**src/rtl/rst_seqr.sv**
```systemverilog
// rtl/rst_seqr.sv - ordered multi-stage reset release sequencer with ready tracking and sticky fault
module rst_seqr #(
  parameter int NUM_STAGES    = 4,
  parameter int HOLD_CYCLES   = 16,
  parameter int STAGE_DELAY   = 8,
  parameter int READY_TIMEOUT = 1024,
  localparam int IDX_W = (NUM_STAGES > 1) ? $clog2(NUM_STAGES) : 1
) (
  input  logic                  clk,
  input  logic                  sync_rst,
  input  logic [NUM_STAGES-1:0] stage_ready,
  input  logic                  sw_rst_req,
  output logic                  sw_rst_ack,
  output logic [NUM_STAGES-1:0] stage_rst,
  output logic                  all_done,
  output logic                  fault,
  output logic [IDX_W-1:0]      fault_stage
);

  localparam int CMAX_HD = (HOLD_CYCLES > STAGE_DELAY) ? HOLD_CYCLES : STAGE_DELAY;
  localparam int CMAX    = (CMAX_HD > READY_TIMEOUT) ? CMAX_HD : READY_TIMEOUT;
  localparam int CNT_W   = (CMAX > 0) ? $clog2(CMAX + 1) : 1;

  // HOLD ends one count later than the other states because its entry edge is the reset/request edge itself
  localparam logic [CNT_W-1:0] HOLD_END  = CNT_W'(HOLD_CYCLES);
  localparam logic [CNT_W-1:0] DELAY_END = CNT_W'(STAGE_DELAY - 1);
  localparam logic [CNT_W-1:0] TO_END    = CNT_W'((READY_TIMEOUT > 0) ? READY_TIMEOUT - 1 : 0);
  localparam logic [IDX_W-1:0] LAST_IDX  = IDX_W'(NUM_STAGES - 1);

  typedef enum logic [2:0] {S_HOLD, S_DELAY, S_WAIT_RDY, S_DONE, S_FAULT} state_t;

  state_t                  state, state_n;
  logic [CNT_W-1:0]        cnt, cnt_n;
  logic [IDX_W-1:0]        idx, idx_n;
  logic [NUM_STAGES-1:0]   stage_rst_n;
  logic                    all_done_n, fault_n, ack_n;
  logic [IDX_W-1:0]        fault_stage_n;
  logic [NUM_STAGES-1:0]   loss_mask;
  logic [IDX_W-1:0]        loss_idx;
  logic                    loss_any;

  always_ff @(posedge clk) begin
    if (sync_rst) begin
      state       <= S_HOLD;
      cnt         <= '0;
      idx         <= '0;
      stage_rst   <= '1;
      all_done    <= 1'b0;
      fault       <= 1'b0;
      fault_stage <= '0;
      sw_rst_ack  <= 1'b0;
    end else begin
      state       <= state_n;
      cnt         <= cnt_n;
      idx         <= idx_n;
      stage_rst   <= stage_rst_n;
      all_done    <= all_done_n;
      fault       <= fault_n;
      fault_stage <= fault_stage_n;
      sw_rst_ack  <= ack_n;
    end
  end

  // The stage currently being waited on is released but not yet up, so it is not a ready loss
  always_comb begin
    loss_mask = ~stage_rst & ~stage_ready;
    if (state == S_WAIT_RDY) loss_mask[idx] = 1'b0;
    loss_any = (state == S_DELAY || state == S_WAIT_RDY || state == S_DONE) && (|loss_mask);
    loss_idx = '0;
    for (int j = NUM_STAGES - 1; j >= 0; j--) begin
      if (loss_mask[j]) loss_idx = IDX_W'(j);
    end
  end

  always_comb begin
    state_n       = state;
    cnt_n         = cnt;
    idx_n         = idx;
    stage_rst_n   = stage_rst;
    all_done_n    = 1'b0;
    fault_n       = fault;
    fault_stage_n = fault_stage;
    ack_n         = 1'b0;

    if (sw_rst_req) begin
      state_n       = S_HOLD;
      cnt_n         = '0;
      idx_n         = '0;
      stage_rst_n   = '1;
      fault_n       = 1'b0;
      fault_stage_n = '0;
      ack_n         = 1'b1;
    end else if (loss_any) begin
      state_n       = S_FAULT;
      cnt_n         = '0;
      stage_rst_n   = '1;
      fault_n       = 1'b1;
      fault_stage_n = loss_idx;
    end else begin
      case (state)
        S_HOLD: begin
          stage_rst_n = '1;
          if (cnt == HOLD_END) begin
            state_n = S_DELAY;
            cnt_n   = '0;
            idx_n   = '0;
          end else begin
            cnt_n = cnt + 1'b1;
          end
        end
        S_DELAY: begin
          if (cnt == DELAY_END) begin
            state_n          = S_WAIT_RDY;
            cnt_n            = '0;
            stage_rst_n[idx] = 1'b0;
          end else begin
            cnt_n = cnt + 1'b1;
          end
        end
        S_WAIT_RDY: begin
          if (stage_ready[idx]) begin
            cnt_n = '0;
            if (idx == LAST_IDX) begin
              state_n    = S_DONE;
              all_done_n = 1'b1;
            end else begin
              state_n = S_DELAY;
              idx_n   = idx + 1'b1;
            end
          end else if (READY_TIMEOUT > 0) begin
            if (cnt == TO_END) begin
              state_n       = S_FAULT;
              cnt_n         = '0;
              stage_rst_n   = '1;
              fault_n       = 1'b1;
              fault_stage_n = idx;
            end else begin
              cnt_n = cnt + 1'b1;
            end
          end
        end
        S_DONE: begin
          all_done_n = 1'b1;
        end
        S_FAULT: begin
          stage_rst_n = '1;
          fault_n     = 1'b1;
        end
        default: begin
          state_n     = S_HOLD;
          cnt_n       = '0;
          stage_rst_n = '1;
        end
      endcase
    end
  end

endmodule

```
**config.mk**
```make
export PLATFORM = sky130hd
export DESIGN_NAME = rst_seqr
export DESIGN_NICKNAME = d
export VERILOG_FILES = /design/src/rtl/rst_seqr.sv
export SDC_FILE = /design/constraint.sdc
export NUM_CORES = 1
export LEC_CHECK = 0
export BUFFER_PORTS_ARGS = -buffer_cell sky130_fd_sc_hd__buf_2
export CAP_MARGIN = 10
export CORE_MARGIN = 3
export CORE_UTILIZATION = 45
export DETAILED_ROUTE_END_ITERATION = 8
export SLEW_MARGIN = 40
export SYNTH_ARGS = -nofsm -noshare
export SYNTH_HDL_FRONTEND = slang
export SYNTH_SLANG_ARGS = --single-unit
```
**constraint.sdc**
```tcl
create_clock -name clk -period 5.25 [get_ports clk]
set_input_delay 0.525 -clock clk [delete_from_list [all_inputs] [get_ports clk]]
set_output_delay 0.525 -clock clk [all_outputs]
set_load 0.02 [all_outputs]
```
# Word-level counts from Yosys, hierarchy flattened

Index checks and enable logic that the tools add are counted.

Mux-type cells: 41
Add/subtract/negate cells: 2
Bitwise operators: 9
Eq/ne operators: 22
Reduce and logical (&&, ||, !) cells: 19
$lt $le $gt $ge: 2

Operators with widths:

| cell                                                                    | number |
|---|---|
| 11-bit 2-to-1 mux                                                       | 4 |
| 11-bit one-hot mux with 4 select lines                                  | 1 |
| 2-bit 2-to-1 mux                                                        | 12 |
| 4-bit 2-to-1 mux                                                        | 4 |
| 3-bit 2-to-1 mux                                                        | 5 |
| 4-bit bitwise AND                                                       | 3 |
| 4-bit inverter                                                          | 3 |
| 3-bit one-hot mux with 4 select lines                                   | 1 |
| 4-bit one-hot mux with 3 select lines                                   | 1 |
| 4-bit AND reduction                                                     | 3 |
| 11-bit by 1-bit adder with 11-bit output, second input constant         | 1 |
| 11-bit by 10-bit == test with 1-bit output, second input constant       | 1 |
| 11-bit by 3-bit == test with 1-bit output, second input constant        | 1 |
| 11-bit by 5-bit == test with 1-bit output, second input constant        | 1 |
| 1-bit 2-to-1 mux                                                        | 8 |
| 2-bit by 1-bit inequality test with 1-bit output, second input constant | 4 |
| 2-bit inequality test, second input constant                            | 4 |
| 3-bit by 2-bit == test with 1-bit output, second input constant         | 2 |
| 3-bit by 2-bit inequality test with 1-bit output, second input constant | 2 |
| 3-bit inequality test, second input constant                            | 2 |
| 3-bit AND reduction                                                     | 2 |
| 2-bit nonzero test                                                      | 3 |
| 5-bit AND reduction                                                     | 1 |
| 4-bit by 2-bit inequality test with 1-bit output, second input constant | 1 |
| 19 further kinds                                                        | 25 |

Input port bits: 7
Register bits after elaboration: 25

# Longest topological paths before layout

Gate-level depths: netlist (run 1).

Depth after elaboration: 12
Gate-level depth with buffers: 7
Mapped depth without buffers: 7

# Worst setup path after synthesis (run 1)

No wires, ideal clock.

Kind: input port to flip-flop
Start: in stage_ready[3]
End: reg stage_rst[0]
Slack: 3.118 ns
Cell stages on the path: 5
Arrival time: 1.994 ns
Setup time: 0.138 ns
Buffers on the path: 0
Cell sequence: mux4_2 > or4_1 > o21ba_2 > o21ai_0 > nand2_1

Cells in the longest elaborated chain, start to end: 7
Elaborated cells between the ends (all ways): 11

RTL lines:

| element                      | line | text |
|---|---|---|
| from (decl)                  | 11   | `input logic [NUM_STAGES-1:0] stage_ready,` |
| 4-bit inverter               | 66   | `loss_mask = ~stage_rst & ~stage_ready;` |
| 4-bit bitwise AND            | 66   |  |
| 4-bit bitwise AND (no line)  | --   |  |
| 4-bit 2-to-1 mux             | 67   | `if (state == S_WAIT_RDY) loss_mask[idx] = 1'b0;` |
| 4-bit OR reduction           | 68   | `loss_any = (state == S_DELAY \|\| state == S_WAIT_RDY \|\| state == S_DONE) && (\|loss_mask);` |
| 1-bit logical AND            | 68   |  |
| 3-bit OR reduction (no line) | --   |  |
| to (signal assigned)         | 56   | `stage_rst <= stage_rst_n;` |
| to (decl)                    | 14   | `output logic [NUM_STAGES-1:0] stage_rst,` |

Several ways; a longest one is shown, not always the timed one. The select of a mux whose other input is x is not followed.
A chain may end at the register's enable or synchronous reset.

# Worst setup path in the final report (run 1)

Start: reg state[1]
End: reg cnt[9]

Cells in the longest elaborated chain, start to end: 5
Elaborated cells between the ends (all ways): 13

RTL lines:

| element                                                                                              | line        | text |
|---|---|---|
| from (decl)                                                                                          | 32          | `state_t state, state_n;` |
| from (signal assigned)                                                                               | 53          | `state <= state_n;` |
| 3-bit by 2-bit == test with 1-bit output or 3-bit by 1-bit == test with 1-bit output (tied branches) | 67, 68, 100 |  |
| 4-bit 2-to-1 mux or 1-bit logical OR (tied branches)                                                 | 67, 68      |  |
| 4-bit OR reduction or 1-bit logical OR (tied branches)                                               | 68          |  |
| 1-bit logical AND                                                                                    | 68          |  |
| 3-bit OR reduction (no line)                                                                         | --          |  |
| to (signal assigned)                                                                                 | 54          | `cnt <= cnt_n;` |
| to (decl)                                                                                            | 33          | `logic [CNT_W-1:0] cnt, cnt_n;` |

Several ways; a longest one is shown, not always the timed one.

==> results of run 1 <==
state kept, by name, indices dropped and copies added (netlist names):
| name | count |
|---|---|
| stage_rst | 4 |
| state | 3 |
| all_done | 1 |
| fault | 1 |
| fault_stage | 2 |
| cnt | 11 |
| sw_rst_ack | 1 |
| idx | 2 |
worst paths after layout:
kind | endpoint | cells past startpoint | from | slack, ns
min reg2reg | stage_rst[3] | 2 | stage_rst[3] | 0.50
max reg2reg | cnt[9] | 5 | state[1] | 2.68
min | sw_rst_ack | 2 | sync_rst | 0.36
max | cnt[9] | 5 | state[1] | 2.68
power by group through the flow:
| stage | clock network [W] | registers (W) | logic (W) |
|---|---|---|---|
| final | 0.0000906 | 0.000192 | 0.0000121 |
| after global routing | 0.0000997 | 0.000192 | 0.0000135 |
| after CTS | 0.0000914 | 0.000192 | 0.0000120 |
| after detailed placement | 0 | 0.000196 | 0.0000119 |
| after global placement | 0 | 0.000196 | 0.0000117 |
| after floorplan | 0 | 0.000196 | 0.00000588 |
routing by layer:
| metal | GRT usage | part of all wire | wire [um] | vias up |
|---|---|---|---|---|
| met5 | 0 | 0 | 0 | - |
| li1 | - | - | - | 683 |
| met4 | 0.0647 | 0.015 | 54 | 0 |
| met2 | 0.249 | 0.41 | 1480 | 39 |
| met1 | 0.287 | 0.52 | 1860 | 633 |
| met3 | 0.0339 | 0.049 | 174 | 6 |
kinds of logic (layout without fill, tap and decap cells):
kind of cell | count (synthesis) | after routing | share of synthesized area
buf+inv | 13 | 27 | 0.0338
simple gates | 74 | 74 | 0.278
flops | 25 | 25 | 0.338
fa+ha+maj | 6 | 6 | 0.0507
xor+xnor | 7 | 7 | 0.0414
compound gates | 45 | 45 | 0.223
mux | 4 | 4 | 0.0355
layout by cell type (no fill, tap or decap), types with 2 or more instances in the layout:
cell,n
inv_1,8
o32ai_1,2
ha_1,6
or2_2,3
nand2_1,17
or3_1,2
nand3_1,4
a211oi_1,8
nand4_1,3
dfxtp_1,25
xnor2_1,5
nor4_1,4
clkbuf_4,3
a21oi_1,9
o31ai_1,2
o21ai_0,8
nor3_1,10
buf_2,15
nor2_1,14
xor2_1,2
nand3b_1,3
mux2i_1,3
nand4b_1,2
a22oi_1,2
o22ai_1,2
per-stage QoR:
stage               cell area [um2]  utilization  total power, W
floorplan                      1480            -        0.000202
global placement               1590        0.513        0.000208
detailed placement             1590        0.513        0.000208
CTS                            1620        0.521        0.000295
global route                   1620        0.521        0.000305
finish                         1620        0.521        0.000295
area by class of cell:
| cell class | instances | share of cell area |
|---|---|---|
| flip-flops and latches | 25 | 0.309 |
| inverters | 8 | 0.0186 |
| repair buffers | 15 | 0.0464 |
| multi-input cells | 136 | 0.575 |
| well taps | 44 | 0.0340 |
| clock buffers | 4 | 0.0162 |
critical path, stage by stage, from the launching register on:
cell and delay [ns]:
dfxtp_1 0.60, nor3b_2 0.41, a211oi_1 0.22, o31ai_1 0.64, nand2_1 0.36, a311oi_1 0.27
==> results.toml, run 1 <==
[floorplanning]
io_pins = 16
die_height_um = 63.4
core-area_um2 = 3100
initial_core_util = 0.477
fp.dieArea_um2 = 4020
die_x_um = 63.4
rows = 20

[clock_tree]
clock_path_buffers = 2
cts_tree = "built"
clockRootBuffer = "clkbuf_4"
numCtsBuffers = 3
clkTransAtPathRegs_ns = 0.14
cts.sinks = 25
cts_htree_levels = 1
ctsResizeCount = 0
postCtsHoldBufs = 0
cts_setup_buffers = 0
clk_latency_ns = 0.32

[setup_path]
critPathArrivalTime_ns = 2.82
criticalPathCategory = "register to register"
end_kind = "register"
cp_data_required_time_ns = 5.50
worstSetupStartpointType = "register"
path_max_fanout = 14

[power_and_ir_drop]
p_leak_nw = 0.531
peakVddDrop_v = 0.000107
pwr-share-seq = 0.651
power_frac_clock = 0.307
power.switching_w = 0.0000694
swShare = 0.235
p_per_area_nw_per_um2 = 182
combPwrFrac = 0.041
internal_power_w = 0.000225

[logic_synthesis]
synth-seq-cells = 25
synth_area_per_cell_um2 = 8.51
synth-main-ff-cell = "dfxtp_1"
ys_seq_area_frac = 0.338
synthesis.area_um2 = 1480
synthCells = 174
synth_area_leaders = "dfxtp_1, ha_1, nand2_1"
synth_nets = 187
synth.most_common_cell = "dfxtp_1"
yosys-top-cells-count = "dfxtp_1, nand2_1, nor2_1"
synth_edf_count = 0
synth.distinct_cells = 50
synthArstFlopShare = 0
yosysTopAreaCellShare = 0.338
synth.largest_area_cell = "dfxtp_1"
yosys_warnings = 0

[timing]
setup_violations = 0
fin_crit_sh = 0.490
layout_setup_ws_ns = 2.68
hold_viol = 0
setup_tns_ns = 0
worst_slew_pin_slew_ns = 0.673
rsz0062_at_grt = "no"
maxSlewHeadroom = 0.547
maxSlewViolCount = 0
period_needed_ns = 2.57
fmax_ghz = 0.389
skew_ns = 0.00394
whs_ns = 0.357

[detailed_routing]
dr.pass1.iters = 4
wire_per_inst_um = 15.3
via_per_inst = 5.87
drt_iter0_markers = 130
drc_errors = 0
ant_nets = 0
routed_wl_um = 3560
vias = 1361

[cells_and_area]
fin_cells = 232
fin_nets = 202
drive_gt1_frac = 0.160
seq_area_um2 = 500
diodes = 0
areaGrowthSynthToFinish_pct = 9.21
final.fill_count = 316
multi_input_area_um2 = 931

[global_route]
antenna_found_initial = 0
grt_use_total = 0.185
grt_max_degree = 18
grt_pass1_vias = 1164
grt_first_pass_wirelength_um = 5940
overflow = 0

[placed_design]
globalplace.congestion = 0.880
dp.cells = 228
preCtsSetupSlack_ns = 2.76
dpl.hpwl_um = 2660
portBuffers = 15

[run]
cap_violations = 0

[worst_hold_path]
worstHoldPathType = "primary input to register"

[status]
outcome = "completed"
Note: power is estimated with default switching activity, not from simulation.
==> run 2: changes to the inputs <==
==> constraint.sdc (replaced) <==
create_clock -name clk -period 2.4 [get_ports clk]
set_input_delay 0.24 -clock clk [delete_from_list [all_inputs] [get_ports clk]]
set_output_delay 0.24 -clock clk [all_outputs]
set_load 0.02 [all_outputs]
==> run 2 against run 1 <==
  * Global-route usage down 0.091 points
  * Clock skew grew 0.0047 ns
  * Sequential share of layout area fell by 1.9 points
  * Sequential power increased by 120%
  * Count of clock-buffer cells in the layout unchanged
  * Via count grew 3.0%
  * Worst hold slack got worse by 0.26 ns
  * Die area did not move
  * Flip-flop and latch count unchanged
  * Combinational power is 130% higher
  * Critical path type unchanged
==> results.toml, run 2 (synthesis gave the netlist of run 1 again) <==
[power_and_ir_drop]
power_w = 0.000634
p_per_area_nw_per_um2 = 368
peakVddDrop_v = 0.000320
p_leak_nw = 0.583

[cells_and_area]
layout_common_cells = "dfxtp_1, nand2_1, buf_2, nor2_1, buf_4"
largest_register = "cnt"
top_regs = "cnt x11, stage_rst x4, state x3"
fin_util = 0.555
diodes = 0
final.fill_count = 296
final_common_cell = "dfxtp_1"
largest_reg_flops = 11
areaGrowthSynthToFinish_pct = 16.2
multi_input_area_um2 = 952
fin_area_um2 = 1720
fin_nets = 213
drive_gt1_frac = 0.226
seq_area_um2 = 500

[detailed_routing]
drc_errors = 0
dr.pass1.iters = 4
routed_wl_um = 3500
vias = 1402
drt_iter0_markers = 77
ant_nets = 0
via_per_inst = 5.77
wire_per_inst_um = 14.4

[clock_tree]
numCtsBuffers = 3
clk_latency_ns = 0.31
clkTransAtPathRegs_ns = 0.14
clock_path_buffers = 2
cts.sinks = 25
cts_htree_levels = 1
clockRootBuffer = "clkbuf_4"
cts_setup_buffers = 0
cts_tree = "built"

[setup_path]
critPathArrivalTime_ns = 2.47
end_kind = "register"
ff2ff_path_depth = 5
path_depth = 5
critPathMaxStageDelay_ns = 0.60
criticalPathCategory = "register to register"
worst_path_dominant_cell_family = "simple AND/OR/NAND/NOR gates"
crit_slowest_cell = "mux4_2"
path_max_fanout = 6
worstSetupStartpointType = "register"
crit_buf_inv = 0
cp_data_required_time_ns = 2.62
worstPathCellList = "mux4_2, or4_1, o21ba_2, o21ai_0, nand2_1"

[floorplanning]
initial_core_util = 0.477
io_pins = 16
rows = 20
fp.dieArea_um2 = 4020
die_x_um = 63.4
core-area_um2 = 3100
die_height_um = 63.4

[timing]
worst_slew_pin_slew_ns = 0.679
skew_ns = 0.00868
fmax_ghz = 0.445
period_needed_ns = 2.25
hold_viol = 0
maxSlewViolCount = 0
rsz0062_at_grt = "no"
setup_violations = 0
maxSlewHeadroom = 0.545
setup_tns_ns = 0
fin_crit_sh = 0.936

[global_route]
grt_pass1_vias = 1234
use_met1 = 0.283
grt_first_pass_wirelength_um = 6090
grt_use_met2 = 0.270
grt_max_degree = 15
use_met3 = 0.0303
overflow = 0
grt_use_total = 0.184
antenna_found_initial = 0
top_usage_layer = "met1"

[placed_design]
dpl.hpwl_um = 2710
globalplace.congestion = 0.867
placed_area_um2 = 1670
portBuffers = 15

[worst_hold_path]
worstHoldPathType = "primary input to register"
holdPathStages = 2

[status]
outcome = "completed"

[run]
cap_violations = 0
-- run 2: changes by cell type in the layout (fill, tap and decap cells not counted), sizes merged --
cell  previous run  this run
buf             15        26
-- run 2: cell type report --
class / instances / area share
repair buffers: 26 / 0.0916
clock buffers: 4 / 0.0153
flip-flops and latches: 25 / 0.291
well taps: 44 / 0.0320
inverters: 8 / 0.0174
multi-input cells: 136 / 0.553
-- run 2: worst paths after layout --
path                startpoint      endpoint  slack (ns)
hold reg to reg   stage_rst[3]  stage_rst[3]        0.50
hold / removal        sync_rst    sw_rst_ack        0.10
setup / recovery        idx[0]  stage_rst[1]        0.15
setup reg to reg        idx[0]  stage_rst[1]        0.15
-- run 2: metal layers --
layer / vias to the layer above / part of all wire / wire [um]
met4: 0 / 0.0077 / 27
met1: 650 / 0.52 / 1810
met3: 4 / 0.055 / 191
li1: 701 / - / -
met5: - / 0 / 0
met2: 47 / 0.42 / 1480
-- run 2: power by group --
group          switching [W]  total (W)  leakage [nW]  internal (W)
combinational      0.0000164  0.0000277         0.366     0.0000112
sequential        0.00000215   0.000420         0.202      0.000418
clock               0.000122   0.000187        0.0150     0.0000647
total               0.000140   0.000634         0.583      0.000494
-- run 2: stage by stage --
step                setup WS (ns)  instances  hold WS (ns)
floorplan                   0.328        174         0.312
global placement            0.229        239         0.424
detailed placement         0.0981        239         0.435
CTS                        0.0344        243        0.0864
global route               0.0155        243        0.0766
finish                      0.153        243         0.101
-- run 2: what timing repair did --
item,in CTS,in global routing
hold buffers,0,0
endpoints found under the setup margin,0,22
resized for setup,0,4
